### src/rtl/updown_mod_counter_if.sv
// updown_mod_counter_if
//  Bundles the control inputs and status outputs of updown_mod_counter.
//  Signals:
//   clear, load, load_value, enable, up_down : controls toward the counter
//   count, terminal, wrap                    : status from the counter
//  Modports:
//   master : the controlling side (drives controls, observes status)
//   slave  : the counter itself
interface updown_mod_counter_if #(
    parameter int WIDTH = 8
);
    logic             clear;
    logic             load;
    logic [WIDTH-1:0] load_value;
    logic             enable;
    logic             up_down;
    logic [WIDTH-1:0] count;
    logic             terminal;
    logic             wrap;

    modport master (
        output clear, load, load_value, enable, up_down,
        input  count, terminal, wrap
    );

    modport slave (
        input  clear, load, load_value, enable, up_down,
        output count, terminal, wrap
    );
endinterface

### src/rtl/updown_mod_counter.sv
// updown_mod_counter
//  Up/down modulo counter over 0..MODULUS-1 with wrap or saturate at the
//  range ends, parallel load (clamped into range) and synchronous clear.
//  Ports:
//   clk    : rising-edge clock
//   reset  : asynchronous active-high reset, clears count and wrap
//   bus    : slave side of updown_mod_counter_if
//            clear > load > enable > hold, evaluated each rising edge
//            count    registered count value
//            terminal combinational end-of-range flag for current direction
//            wrap     registered one-cycle pulse after a wrapping step
module updown_mod_counter #(
    parameter int WIDTH    = 8,
    parameter int MODULUS  = 256,
    parameter int SATURATE = 0
) (
    input  logic                 clk,
    input  logic                 reset,
    updown_mod_counter_if.slave  bus
);
    // Top of the count range; comparing against it (instead of relying on
    // natural overflow) makes MODULUS = 2**WIDTH behave as plain binary wrap.
    localparam logic [WIDTH-1:0] MAX_COUNT = WIDTH'(MODULUS - 1);

    logic [WIDTH-1:0] count_q, count_d;
    logic             wrap_q,  wrap_d;

    always_ff @(posedge clk or posedge reset) begin
        if (reset) begin
            count_q <= '0;
            wrap_q  <= 1'b0;
        end else begin
            count_q <= count_d;
            wrap_q  <= wrap_d;
        end
    end

    always_comb begin
        count_d = count_q;
        wrap_d  = 1'b0;
        if (bus.clear) begin
            count_d = '0;
        end else if (bus.load) begin
            // Out-of-range load values are clamped so count never leaves range.
            count_d = (bus.load_value > MAX_COUNT) ? MAX_COUNT : bus.load_value;
        end else if (bus.enable) begin
            if (bus.up_down) begin
                if (count_q == MAX_COUNT) begin
                    if (SATURATE == 0) begin
                        count_d = '0;
                        wrap_d  = 1'b1;
                    end
                end else begin
                    count_d = count_q + WIDTH'(1);
                end
            end else begin
                if (count_q == '0) begin
                    if (SATURATE == 0) begin
                        count_d = MAX_COUNT;
                        wrap_d  = 1'b1;
                    end
                end else begin
                    count_d = count_q - WIDTH'(1);
                end
            end
        end
    end

    assign bus.count    = count_q;
    assign bus.wrap     = wrap_q;
    assign bus.terminal = bus.up_down ? (count_q == MAX_COUNT) : (count_q == '0);

endmodule

### src/flat_wrapper.sv
// flat-port wrapper written by rule: the top's interface ports become plain ports
module updown_mod_counter_flat 
#(
    parameter int WIDTH    = 8,
    parameter int MODULUS  = 256,
    parameter int SATURATE = 0
)
  (clk, reset, bus_clear, bus_load, bus_load_value, bus_enable, bus_up_down, bus_count, bus_terminal, bus_wrap);
  updown_mod_counter_if #(.WIDTH(WIDTH)) bus_i ();
  input  logic clk;
  input  logic reset;
  input wire logic [$bits(bus_i.clear)-1:0] bus_clear;
  input wire logic [$bits(bus_i.load)-1:0] bus_load;
  input wire logic [$bits(bus_i.load_value)-1:0] bus_load_value;
  input wire logic [$bits(bus_i.enable)-1:0] bus_enable;
  input wire logic [$bits(bus_i.up_down)-1:0] bus_up_down;
  output wire logic [$bits(bus_i.count)-1:0] bus_count;
  output wire logic [$bits(bus_i.terminal)-1:0] bus_terminal;
  output wire logic [$bits(bus_i.wrap)-1:0] bus_wrap;
  assign bus_i.clear = bus_clear;
  assign bus_i.load = bus_load;
  assign bus_i.load_value = bus_load_value;
  assign bus_i.enable = bus_enable;
  assign bus_i.up_down = bus_up_down;
  assign bus_count = bus_i.count;
  assign bus_terminal = bus_i.terminal;
  assign bus_wrap = bus_i.wrap;
  updown_mod_counter #(.WIDTH(WIDTH), .MODULUS(MODULUS), .SATURATE(SATURATE)) u_core (.clk(clk), .reset(reset), .bus(bus_i));
endmodule
### config.mk
export PLATFORM = sky130hd
export DESIGN_NAME = updown_mod_counter_flat
export DESIGN_NICKNAME = d
export VERILOG_FILES = /design/src/rtl/updown_mod_counter_if.sv /design/src/rtl/updown_mod_counter.sv /design/src/flat_wrapper.sv
export SDC_FILE = /design/constraint.sdc
export NUM_CORES = 1
export LEC_CHECK = 0
export CAP_MARGIN = 20
export CELL_PAD_IN_SITES_DETAIL_PLACEMENT = 1
export CELL_PAD_IN_SITES_GLOBAL_PLACEMENT = 1
export CORE_ASPECT_RATIO = 1.5
export CORE_UTILIZATION = 30
export CTS_CLUSTER_SIZE = 20
export DETAILED_ROUTE_END_ITERATION = 8
export PLACE_DENSITY = 0.7
export SLEW_MARGIN = 10
export SYNTH_ARGS = -nofsm -noshare
export SYNTH_HDL_FRONTEND = slang
export SYNTH_SLANG_ARGS = --single-unit
### constraint.sdc
create_clock -name clk -period 2.7 [get_ports clk]
set_input_delay 0.27 -clock clk [delete_from_list [all_inputs] [get_ports clk]]
set_output_delay 0.27 -clock clk [all_outputs]
set_load 0.02 [all_outputs]
# Word-level counts from Yosys, hierarchy flattened
# Index checks and enable logic that the tools add are counted.
[word_totals] in_bits=14 output_inout_bits=10 regBits=9 word_cells=22
[classes] n_eq_ne=1 magnitude_cmp=1 n_mux=14 n_addsub=2 reduce_logical=2
[ops] cell="two-way mux 8 bit" n=7
[ops] cell="adder 8 x 1 -> 8 bit (second input constant)" n=1
[ops] cell="== test 8 bit (second input constant)" n=1
[ops] cell="greater-than comparator 8 bit (second input constant)" n=1
[ops] cell="logical NOT 8 bit" n=1
[ops] cell="subtractor 8 x 1 -> 8 bit (second input constant)" n=1
[ops] cell="two-way mux 1 bit" n=7
[ops] cell="nonzero test 3 bit" n=1

# Depth between registers and ports, before layout
# Gate-level depths: netlist of run 1.
[depth] ltp_word=6 depth_mapped=6 mapped_depth_nobuf=6

# Worst setup path after synthesis of run 1
# No wires, ideal clock.
[synth_timing] path_type="flip-flop to flip-flop" startpoint="reg u_core.count_q[0], in the netlist u_core.bus.count[0]" endpoint="reg u_core.wrap_q, in the netlist u_core.bus.wrap" required_time_ps=2632 n_path_buf=0 stages_incl_launch_ff=6 arrival_time_ps=1895 period_less_slack_ps=1962 setup_ps=68 setup_slack_ps=738 path_cell_list="dfrtp_1 -> inv_1 -> ha_1 -> or4b_4 -> o31ai_2 -> and3_1"
[synth_between] elab_chain_len=6 word_cells_on_any_way=8 classes_between="eq/ne (1); mux (6); reduce/logical (1)"
[synth_lines] item="start, declared" line_no="updown_mod_counter.sv:25" rtl="logic [WIDTH-1:0] count_q, count_d;"
[synth_lines] item="start signal, assigned" line_no="updown_mod_counter.sv:33" rtl="count_q <= count_d;"
[synth_lines] item="== test 8 bit or logical NOT 8 bit (tied branches)" line_no="updown_mod_counter.sv:48, updown_mod_counter.sv:57"
[synth_lines] item="two-way mux 1 bit (on tied branches)" line_no="updown_mod_counter.sv:48, updown_mod_counter.sv:57"
[synth_lines] item="two-way mux 1 bit (*)" line_no="updown_mod_counter.sv:47" rtl="if (bus.up_down) begin"
[synth_lines] item="two-way mux 1 bit (*)" line_no="updown_mod_counter.sv:46" rtl="end else if (bus.enable) begin"
[synth_lines] item="two-way mux 1 bit (*)" line_no="updown_mod_counter.sv:43" rtl="end else if (bus.load) begin"
[synth_lines] item="two-way mux 1 bit (*)" line_no="updown_mod_counter.sv:41" rtl="if (bus.clear) begin"
[synth_lines] item="net u_core.wrap_d" line_no="updown_mod_counter.sv:26" rtl="logic wrap_q, wrap_d;"
[synth_lines] item="end signal, assigned" line_no="updown_mod_counter.sv:34" rtl="wrap_q <= wrap_d;"
[synth_lines] item="end, declared" line_no="updown_mod_counter.sv:26"
# The timed path passes the listed nets; every way through them passes the cells marked *.
# A chain may end at the register's enable or synchronous reset.

# Worst setup path after layout of run 1
[layout_timing] startpoint="reg u_core.count_q[0], in the netlist u_core.bus.count[0]" endpoint="out bus_terminal"
[layout_between] elab_chain_len=2 word_cells_on_any_way=3 classes_between="eq/ne (1); mux (1); reduce/logical (1)"
[layout_lines] item="== test 8 bit or logical NOT 8 bit (tied branches)" line_no="updown_mod_counter.sv:71" rtl="assign bus.terminal = bus.up_down ? (count_q == MAX_COUNT) : (count_q == '0);"
[layout_lines] item="two-way mux 1 bit (*)" line_no="updown_mod_counter.sv:71"
[layout_lines] item="end, declared" line_no="flat_wrapper.sv:18" rtl="output wire logic [$bits(bus_i.terminal)-1:0] bus_terminal;"
# Every way passes the cells marked *; elsewhere a longest branch is shown, timed or not.

==> impl_metrics.env, run 1 <==
export IMPL_skew_ns=0.00243
export IMPL_ir_drop_uv=242
export IMPL_cts_sinks=9
export IMPL_p_sw_share_pct=35.7
export IMPL_grt_ovfl_total=0
export IMPL_numCtsBuffers=3
export IMPL_utilization_pct=42.5
export IMPL_path_clk_slew_ns=0.05
export IMPL_fin_crit_ns=2.57
export IMPL_ctsRootBufferMaster="clkbuf_8"
export IMPL_clk_latency_ns=0.23
export IMPL_clock_power_share_pct=30.0
export IMPL_crit_type="register to primary output"
export IMPL_antenna_found_initial=0
export IMPL_dp_hpwl_microns=2450
export IMPL_nNetsFinal=158
export IMPL_port_buffers=23
export IMPL_fin_cells=179
export IMPL_grt_max_degree=16
export IMPL_synth_nets=133
export IMPL_die_area_sq_um=3450
export IMPL_initial_utilization_pct=32.4
export IMPL_critical_path_buf_inv_count=2
export IMPL_drv_cap=0
export IMPL_post_route_period_util_pct=95.0
export IMPL_min_path_type="primary input to async pin"
export IMPL_fin_area_sq_um=1260
export IMPL_netlist_top_cells_area="dfrtp_1, a21oi_1, ha_1"
export IMPL_crit_start="u_core.bus.count[0]"
export IMPL_drv_slew=0
export IMPL_drt_pass1_iterations=4
export IMPL_drt_iter0_drc=34
export IMPL_cts_tree="yes"
export IMPL_synth_edff_count=0
export IMPL_placementRows=24
export IMPL_p_leak_nw=0.505
export IMPL_gp_congestion=0.836
export IMPL_hold_buffers=0
export IMPL_grt_usage_pct=19.5
export IMPL_placed_area_sq_um=1220
export IMPL_h_tree_depth=1
export IMPL_synth_cells=116
export IMPL_cts_resized=0
export IMPL_avgRoutedWirePerCell_microns=17.6
export IMPL_rsz0062_at_grt="false"
export IMPL_ys_async_sr_fraction_pct=100
export IMPL_syn_avg_cell_area_sq_um=8.32
export IMPL_crit_slowest_cell="clkdlybuf4s50_1"
export IMPL_critPathTopFamily="buffers and inverters"
export IMPL_diodes=0
export IMPL_ys_seq_area_share_pct=23.3
export IMPL_fmax_ghz=0.390
export IMPL_relSlewSlack_pct=58.6
export IMPL_cp_data_arrival_time_ns=2.30
export IMPL_synth_top_area_share_pct=23.3
export IMPL_ant_nets=0
export IMPL_cp_max_fo=3
export IMPL_cp_data_required_time_ns=2.43
export IMPL_grt_pass1_wl_microns=5190
export IMPL_drt_wl_total_microns=3150
export IMPL_status="finished clean"
export IMPL_p_seq_share_pct=30.2
export IMPL_p_total_mw=0.541
export IMPL_viasPerCell=5.64
export IMPL_worstMarginPinSlew_ns=0.618
export IMPL_synth_area_sq_um=965
export IMPL_p_comb_share_pct=39.8
export IMPL_synth_common_cells="a21oi_1, dfrtp_1, inv_1"
export IMPL_crit_path_start_kind="register"
export IMPL_num_vias=1010
export IMPL_power_switching_mw=0.193
export IMPL_synth_distinct_cells=48
export IMPL_synth_top_area_cell="dfrtp_1"
export IMPL_clockBufferDepth=2
export IMPL_crit_path_end_kind="primary output"
export IMPL_synthFlopType="dfrtp_1"
export IMPL_syn_to_final_growth_pct=30.9
export IMPL_drive_gt1_share_pct=14.3
export IMPL_fp_dieW_microns=48.3
export IMPL_cellPowerDensity_nw_per_um2=428
export IMPL_grt_pass1_vias=1036
export IMPL_drc=0
export IMPL_tns_ns=0
export IMPL_ios=24
export IMPL_worstReg2RegStart="u_core.bus.count[0]"
export IMPL_fp_coreArea_sq_um=2970
export IMPL_dieHeight_microns=71.5
export IMPL_post_synth_top_count_cell="a21oi_1"
export IMPL_cts_setup_buffers=0
export IMPL_synth_warnings=0
export IMPL_ys_seq_elements=9
export IMPL_setup_viol=0
export IMPL_max_stage_delay_ns=0.65
export IMPL_crit_chain="inv_1, ha_1, or4b_4, o31ai_2, clkdlybuf4s50_1"
export IMPL_power_internal_mw=0.348
export IMPL_hold_viol=0
export IMPL_place_inst=175
area by class of cell:
class / count / area (sq um)
timing repair buffer: 29 / 275
fill: 363 / 1710
sequential: 9 / 225
inverter: 8 / 30.0
tap: 39 / 48.8
clock buffer: 4 / 45.0
multi-input combinational: 90 / 638
state kept, by name (all words and copies together), names as in the netlist:
name and count:
u_core.bus.wrap 1, u_core.bus.count 8
power by group through the flow:
| stage | clock network (mW) | logic (mW) | registers, mW |
|---|---|---|---|
| 3_3_place_gp | 0 | 0.210 | 0.165 |
| 5_1_grt | 0.172 | 0.236 | 0.166 |
| 3_5_place_dp | 0 | 0.217 | 0.165 |
| 2_1_floorplan | 0 | 0.124 | 0.177 |
| 6_report | 0.162 | 0.215 | 0.163 |
| 4_1_cts | 0.165 | 0.218 | 0.163 |
path summary, 6_finish.rpt:
| path | end | slack (ns) | depth (start not counted) |
|---|---|---|---|
| worst max-delay path | bus_terminal | 0.13 | 5 |
| worst min-delay path | u_core.bus.wrap | 0.32 | 2 |
| worst max register to register | u_core.bus.count[6] | 0.89 | 6 |
| worst min register to register | u_core.bus.count[6] | 0.69 | 2 |
| max in group asynchronous | u_core.bus.count[4] | 2.09 | 2 |
| min in group clk | u_core.bus.count[2] | 0.61 | 3 |
routing by layer:
layer | routed length [microns] | vias up | GRT usage, %
met2 | 1760 | 21 | 37.9
li1 | - | 486 | -
met3 | 72 | 6 | 1.70
met4 | 61 | 0 | 5.23
met1 | 1260 | 497 | 22.6
met5 | 0 | - | 0
kinds of logic (layout without fill, tap and decap cells):
family	Yosys count	count (layout)	synth area share, %
AO/OA/AOI/OAI	41	41	29.7
buffers and inverters	17	41	10.5
adder cells (fa/ha/maj)	3	3	3.89
multiplexers	3	3	3.11
AND/OR/NAND/NOR	42	42	28.5
XOR/XNOR	1	1	0.908
flip-flops	9	9	23.3
cell usage in the layout, fill, tap and decap left out, types with 5 or more instances in the layout:
cell type / instances
clkdlybuf4s50_1: 23
a21oi_1: 11
dfrtp_1: 9
inv_1: 8
nand2_1: 7
nand3_1: 6
buf_4: 6
nor2_1: 5
o21ai_0: 5
a31oi_1: 5
metrics by stage:
step	worst slack (ns)	hold slack (ns)
finish	0.135	0.321
global route	0.0248	0.381
CTS	0.118	0.331
detailed placement	0.373	0.582
global placement	0.468	0.581
floorplan	0.738	0.0979
(Power assumes the default switching activity.)
==> inputs of run 2 (changes only) <==
--- a/config.mk
+++ b/config.mk
@@ -9,10 +9,10 @@
 export CELL_PAD_IN_SITES_DETAIL_PLACEMENT = 1
 export CELL_PAD_IN_SITES_GLOBAL_PLACEMENT = 1
 export CORE_ASPECT_RATIO = 1.5
-export CORE_UTILIZATION = 30
+export CORE_UTILIZATION = 38
 export CTS_CLUSTER_SIZE = 20
 export DETAILED_ROUTE_END_ITERATION = 8
-export PLACE_DENSITY = 0.7
+export PLACE_DENSITY = 0.85
 export SLEW_MARGIN = 10
 export SYNTH_ARGS = -nofsm -noshare
 export SYNTH_HDL_FRONTEND = slang
==> run 2 against run 1 <==
  * Power down 9.4%
  * Combinational power is essentially flat
  * Worst hold slack got worse by 0.045 ns
  * First-iteration DRC count fell by 12%
  * Maximum frequency up 13%
  * Non-clock buffer count up 1
  * Largest cell class unchanged
==> impl_metrics.env, run 2 (synthesis results as in run 1) <==
export IMPL_status="finished clean"
export IMPL_power_switching_mw=0.188
export IMPL_min_path_type="primary input to async pin"
export IMPL_skew_ns=0.00566
export IMPL_fin_hold_ws_ns=0.277
export IMPL_drv_cap=0
export IMPL_p_total_mw=0.490
export IMPL_fin_crit_ns=2.28
export IMPL_setup_viol=0
export IMPL_crit_end="bus_terminal"
export IMPL_num_fill_cells=299
export IMPL_post_route_period_util_pct=84.4
export IMPL_rsz0062_at_grt="false"
export IMPL_p_sw_share_pct=38.3
export IMPL_clock_power_share_pct=22.8
export IMPL_drt_pass1_iterations=4
export IMPL_cts_sinks=9
export IMPL_ctsRootBufferMaster="clkbuf_4"
export IMPL_h_tree_depth=1
export IMPL_die_area_sq_um=2750
export IMPL_port_buffers=23
export IMPL_p_comb_share_pct=44.1
export IMPL_relSlewSlack_pct=64.8
export IMPL_ios=24
export IMPL_ir_drop_uv=168
export IMPL_r2r_setup_slack_ns=0.74
export IMPL_placed_area_sq_um=1210
export IMPL_placementRows=22
export IMPL_utilization_pct=51.0
export IMPL_crit_start="u_core.bus.count[1]"
export IMPL_dp_slack_ns=0.304
export IMPL_hold_buffers=0
export IMPL_dp_hpwl_microns=2320
export IMPL_drv_slew=0
export IMPL_crit_path_end_kind="primary output"
export IMPL_initial_utilization_pct=39.8
export IMPL_p_seq_share_pct=33.1
export IMPL_layout_cells_most_common_list="clkdlybuf4s50_1, a21oi_1, dfrtp_1"
export IMPL_antenna_found_initial=0
export IMPL_crit_slowest_cell="or4b_4"
export IMPL_largest_reg_flops=8
export IMPL_fmax_ghz=0.439
export IMPL_grt_ovfl_total=0
export IMPL_final_common_cell="clkdlybuf4s50_1"
export IMPL_power_internal_mw=0.302
export IMPL_fin_cells=165
export IMPL_tns_ns=0
export IMPL_crit_type="register to primary output"
export IMPL_hold_viol=0
export IMPL_grt_usage_pct=22.5
export IMPL_cp_data_required_time_ns=2.43
export IMPL_p_leak_nw=0.520
export IMPL_path_clk_slew_ns=0.07
export IMPL_max_stage_delay_ns=0.49
export IMPL_drc=0
export IMPL_grt_max_degree=15
export IMPL_ant_nets=0
export IMPL_worstMarginPinSlew_ns=0.524
export IMPL_reg2reg_to="u_core.bus.count[4]"
export IMPL_clockBufferDepth=2
export IMPL_clk_latency_ns=0.27
export IMPL_drt_iter0_drc=30
export IMPL_place_inst=161
export IMPL_numCtsBuffers=3
export IMPL_fp_coreArea_sq_um=2420
export IMPL_viasPerCell=6.12
export IMPL_cts_tree="yes"
export IMPL_gp_congestion=0.871
export IMPL_multiInputGateArea_sq_um=638
export IMPL_fin_area_sq_um=1230
export IMPL_drt_wl_total_microns=2970
export IMPL_cp_max_fo=8
export IMPL_grt_pass1_vias=997
export IMPL_cellPowerDensity_nw_per_um2=397
export IMPL_grt_pass1_wl_microns=4690
export IMPL_nNetsFinal=159
export IMPL_seqCellArea_sq_um=225
export IMPL_syn_to_final_growth_pct=28.0
export IMPL_crit_path_start_kind="register"
export IMPL_drive_gt1_share_pct=14.9
export IMPL_cts_setup_buffers=0
export IMPL_avgRoutedWirePerCell_microns=18.0
export IMPL_crit_chain="inv_1, ha_1, or4b_4, o31ai_2, dlymetal6s2s_1"
export IMPL_worstReg2RegStart="u_core.bus.count[1]"
export IMPL_worst_slack_ns=0.421
export IMPL_num_vias=1009
export IMPL_diodes=0
export IMPL_reg2regPathDepth=6
export IMPL_fp_dieW_microns=43.1
export IMPL_dieHeight_microns=63.7
export IMPL_cp_data_arrival_time_ns=2.01
## run 2: per-layer routing
layer	up-vias	global-route usage (%)	wire, microns
li1	488	-	-
met1	493	24.6	1220
met2	24	42.7	1620
met3	4	2.58	98
met4	0	7.20	34
met5	-	0	0
## run 2: what timing repair did
action	CTS	global route
gates resized for setup	0	1
endpoints found under the setup margin	0	1
hold endpoints to repair	0	0
## run 2: critical path, delay by kind of cell (launching register included)
| kind | cells | cell delay (ns) |
|---|---|---|
| fa+ha+maj | 1 | 0.16 |
| buf+inv | 2 | 0.38 |
| simple gates | 1 | 0.49 |
| compound gates | 1 | 0.22 |
| flops | 1 | 0.48 |
## run 2: power by group through the flow
| stage | Sequential, mW | Clock [mW] | Combinational, mW |
|---|---|---|---|
| 5_1_grt | 0.164 | 0.122 | 0.230 |
| 3_3_place_gp | 0.164 | 0 | 0.209 |
| 6_report | 0.162 | 0.112 | 0.216 |
| 2_1_floorplan | 0.177 | 0 | 0.124 |
| 3_5_place_dp | 0.165 | 0 | 0.215 |
| 4_1_cts | 0.162 | 0.111 | 0.217 |
## run 2: final cells by class
type,instances,area share (%)
multi-input cells,90,51.7
flip-flops and latches,9,18.2
repair buffers,30,23.1
inverters,8,2.43
well taps,24,2.43
clock buffers,4,2.13
## run 2: worst min path at each step
stage	slack (ns)	cells past startpoint	from	endpoint
final	0.28	2	reset	u_core.bus.count[3]
after global routing	0.32	2	reset	u_core.bus.count[5]
after CTS	0.29	2	reset	u_core.bus.count[5]
after detailed placement	0.58	2	reset	u_core.bus.count[6]
after global placement	0.58	2	reset	u_core.bus.count[6]
after floorplan	0.1	1	reset	u_core.bus.count[0]
==> inputs of run 3 (changes only) <==
--- a/config.mk
+++ b/config.mk
@@ -9,10 +9,10 @@
 export CELL_PAD_IN_SITES_DETAIL_PLACEMENT = 1
 export CELL_PAD_IN_SITES_GLOBAL_PLACEMENT = 1
 export CORE_ASPECT_RATIO = 1.5
-export CORE_UTILIZATION = 38
+export CORE_UTILIZATION = 35
 export CTS_CLUSTER_SIZE = 20
 export DETAILED_ROUTE_END_ITERATION = 8
-export PLACE_DENSITY = 0.85
+export PLACE_DENSITY = 0.8
 export SLEW_MARGIN = 10
 export SYNTH_ARGS = -nofsm -noshare
 export SYNTH_HDL_FRONTEND = slang
==> constraint.sdc (replaced) <==
create_clock -name clk -period 2.3 [get_ports clk]
set_input_delay 0.23 -clock clk [delete_from_list [all_inputs] [get_ports clk]]
set_output_delay 0.23 -clock clk [all_outputs]
set_load 0.02 [all_outputs]
==> run 3 against run 2 <==
  * Clock skew up 0.0011 ns
  * Worst hold slack worse by 0.0091 ns
  * Final cell count up 12%
  * Largest cell class unchanged
  * Register-to-register slack worse by 0.34 ns
  * Wire length up 3.8%
  * Setup slack worse by 0.34 ns
==> impl_metrics.env, run 3 (synthesis results as in run 1) <==
export IMPL_crit_path_end_kind="primary output"
export IMPL_cp_max_fo=3
export IMPL_cts_sinks=9
export IMPL_dp_hpwl_microns=2380
export IMPL_num_fill_cells=342
export IMPL_cts_setup_buffers=0
export IMPL_grt_ovfl_total=0
export IMPL_crit_start="u_core.bus.count[0]"
export IMPL_largest_reg_flops=8
export IMPL_clock_power_share_pct=29.6
export IMPL_dieHeight_microns=66.3
export IMPL_num_vias=1027
export IMPL_hold_viol=0
export IMPL_cp_data_arrival_time_ns=1.99
export IMPL_fp_dieW_microns=44.9
export IMPL_final_common_cell="clkdlybuf4s50_1"
export IMPL_p_comb_share_pct=42.9
export IMPL_drt_iter0_drc=14
export IMPL_ir_drop_uv=303
export IMPL_port_buffers=23
export IMPL_numCtsBuffers=3
export IMPL_p_seq_share_pct=27.6
export IMPL_avgRoutedWirePerCell_microns=16.8
export IMPL_drv_slew=0
export IMPL_seqCellArea_sq_um=225
export IMPL_setup_viol=0
export IMPL_h_tree_depth=1
export IMPL_clockBufferDepth=2
export IMPL_diodes=0
export IMPL_drt_pass1_iterations=4
export IMPL_p_leak_nw=0.545
export IMPL_power_switching_mw=0.229
export IMPL_initial_utilization_pct=36.4
export IMPL_fp_coreArea_sq_um=2650
export IMPL_worst_slack_ns=0.0780
export IMPL_ant_nets=0
export IMPL_drive_gt1_share_pct=18.4
export IMPL_cp_data_required_time_ns=2.07
export IMPL_nNetsFinal=165
export IMPL_status="finished clean"
export IMPL_power_internal_mw=0.419
export IMPL_cts_tree="yes"
export IMPL_fin_crit_ns=2.22
export IMPL_place_inst=180
export IMPL_dp_slack_ns=0.0645
export IMPL_die_area_sq_um=2970
export IMPL_cellPowerDensity_nw_per_um2=494
export IMPL_grt_max_degree=14
export IMPL_skew_ns=0.00677
export IMPL_fin_cells=184
export IMPL_syn_to_final_growth_pct=35.9
export IMPL_grt_pass1_vias=1075
export IMPL_min_path_type="primary input to async pin"
export IMPL_p_sw_share_pct=35.3
export IMPL_placementRows=23
export IMPL_fin_hold_ws_ns=0.267
export IMPL_rsz0062_at_grt="false"
export IMPL_relSlewSlack_pct=69.4
export IMPL_crit_path_start_kind="register"
export IMPL_layout_cells_most_common_list="clkdlybuf4s50_1, buf_4, a21oi_1"
export IMPL_ios=24
export IMPL_path_clk_slew_ns=0.05
export IMPL_viasPerCell=5.58
export IMPL_grt_usage_pct=23.6
export IMPL_drc=0
export IMPL_worstReg2RegStart="u_core.bus.count[0]"
export IMPL_fmax_ghz=0.450
export IMPL_multiInputGateArea_sq_um=638
export IMPL_antenna_found_initial=0
export IMPL_worstMarginPinSlew_ns=0.456
export IMPL_ctsRootBufferMaster="clkbuf_8"
export IMPL_grt_pass1_wl_microns=5130
export IMPL_gp_congestion=0.862
export IMPL_clk_latency_ns=0.24
export IMPL_p_total_mw=0.647
export IMPL_post_route_period_util_pct=96.6
export IMPL_crit_type="register to primary output"
export IMPL_tns_ns=0
export IMPL_drv_cap=0
export IMPL_drt_wl_total_microns=3080
==> run 3: changes by cell type in the layout (fill, tap and decap cells not counted), sizes merged <==
cell	before	now
dlymetal6s2s	1	0
buf	7	13
dlygate4sd2	0	1
==> run 3: per-stage QoR <==
stage	utilization [%]	area [sq um]
global placement	47.9	1270
finish	49.5	1310
floorplan	-	965
detailed placement	47.9	1270
global route	49.5	1310
CTS	49.5	1310
==> run 3: cell type report <==
type,count,share of cell area [%]
Multi-Input combinational cell,90,48.7
Clock buffer,4,3.44
Inverter,8,2.29
Tap cell,37,3.53
Timing Repair Buffer,36,24.9
Sequential cell,9,17.2
==> run 3: power groups by stage <==
stage	logic, mW	registers, mW	clock network (mW)
after global placement	0.271	0.180	0
after floorplan	0.146	0.208	0
after global routing	0.302	0.179	0.204
after detailed placement	0.277	0.181	0
final	0.277	0.179	0.191
after CTS	0.278	0.179	0.194
==> run 3: path summary, 6_finish.rpt <==
check	end	slack, ns	depth (start not counted)
worst max-delay path	bus_terminal	0.08	5
worst max register to register	u_core.bus.count[4]	0.40	6
max in group asynchronous	u_core.bus.count[6]	1.76	2
min in group clk	u_core.bus.count[2]	0.58	3
worst min-delay path	u_core.bus.count[7]	0.27	2
worst min register to register	u_core.bus.count[0]	0.72	3
==> run 3: timing repair <==
item / in CTS / in global routing
hold buffers: 0 / 0
setup endpoints to repair: 1 / 0
resized for setup: 1 / 0
==> run 3: worst max-delay path, stage by stage, from the launching register on <==
cell	delay, ns
dfrtp_1	0.38
inv_1	0.11
ha_1	0.18
or4b_4	0.50
o31ai_2	0.22
dlygate4sd2_1	0.36
==> run 3: per-layer routing <==
| layer | track usage (%) | vias to the layer above | share of wire, % |
|---|---|---|---|
| li1 | - | 497 | - |
| met1 | 25.3 | 510 | 41 |
| met2 | 44.9 | 18 | 55 |
| met3 | 4.64 | 2 | 2.9 |
| met4 | 6.06 | 0 | 0.75 |
| met5 | 0 | - | 0 |
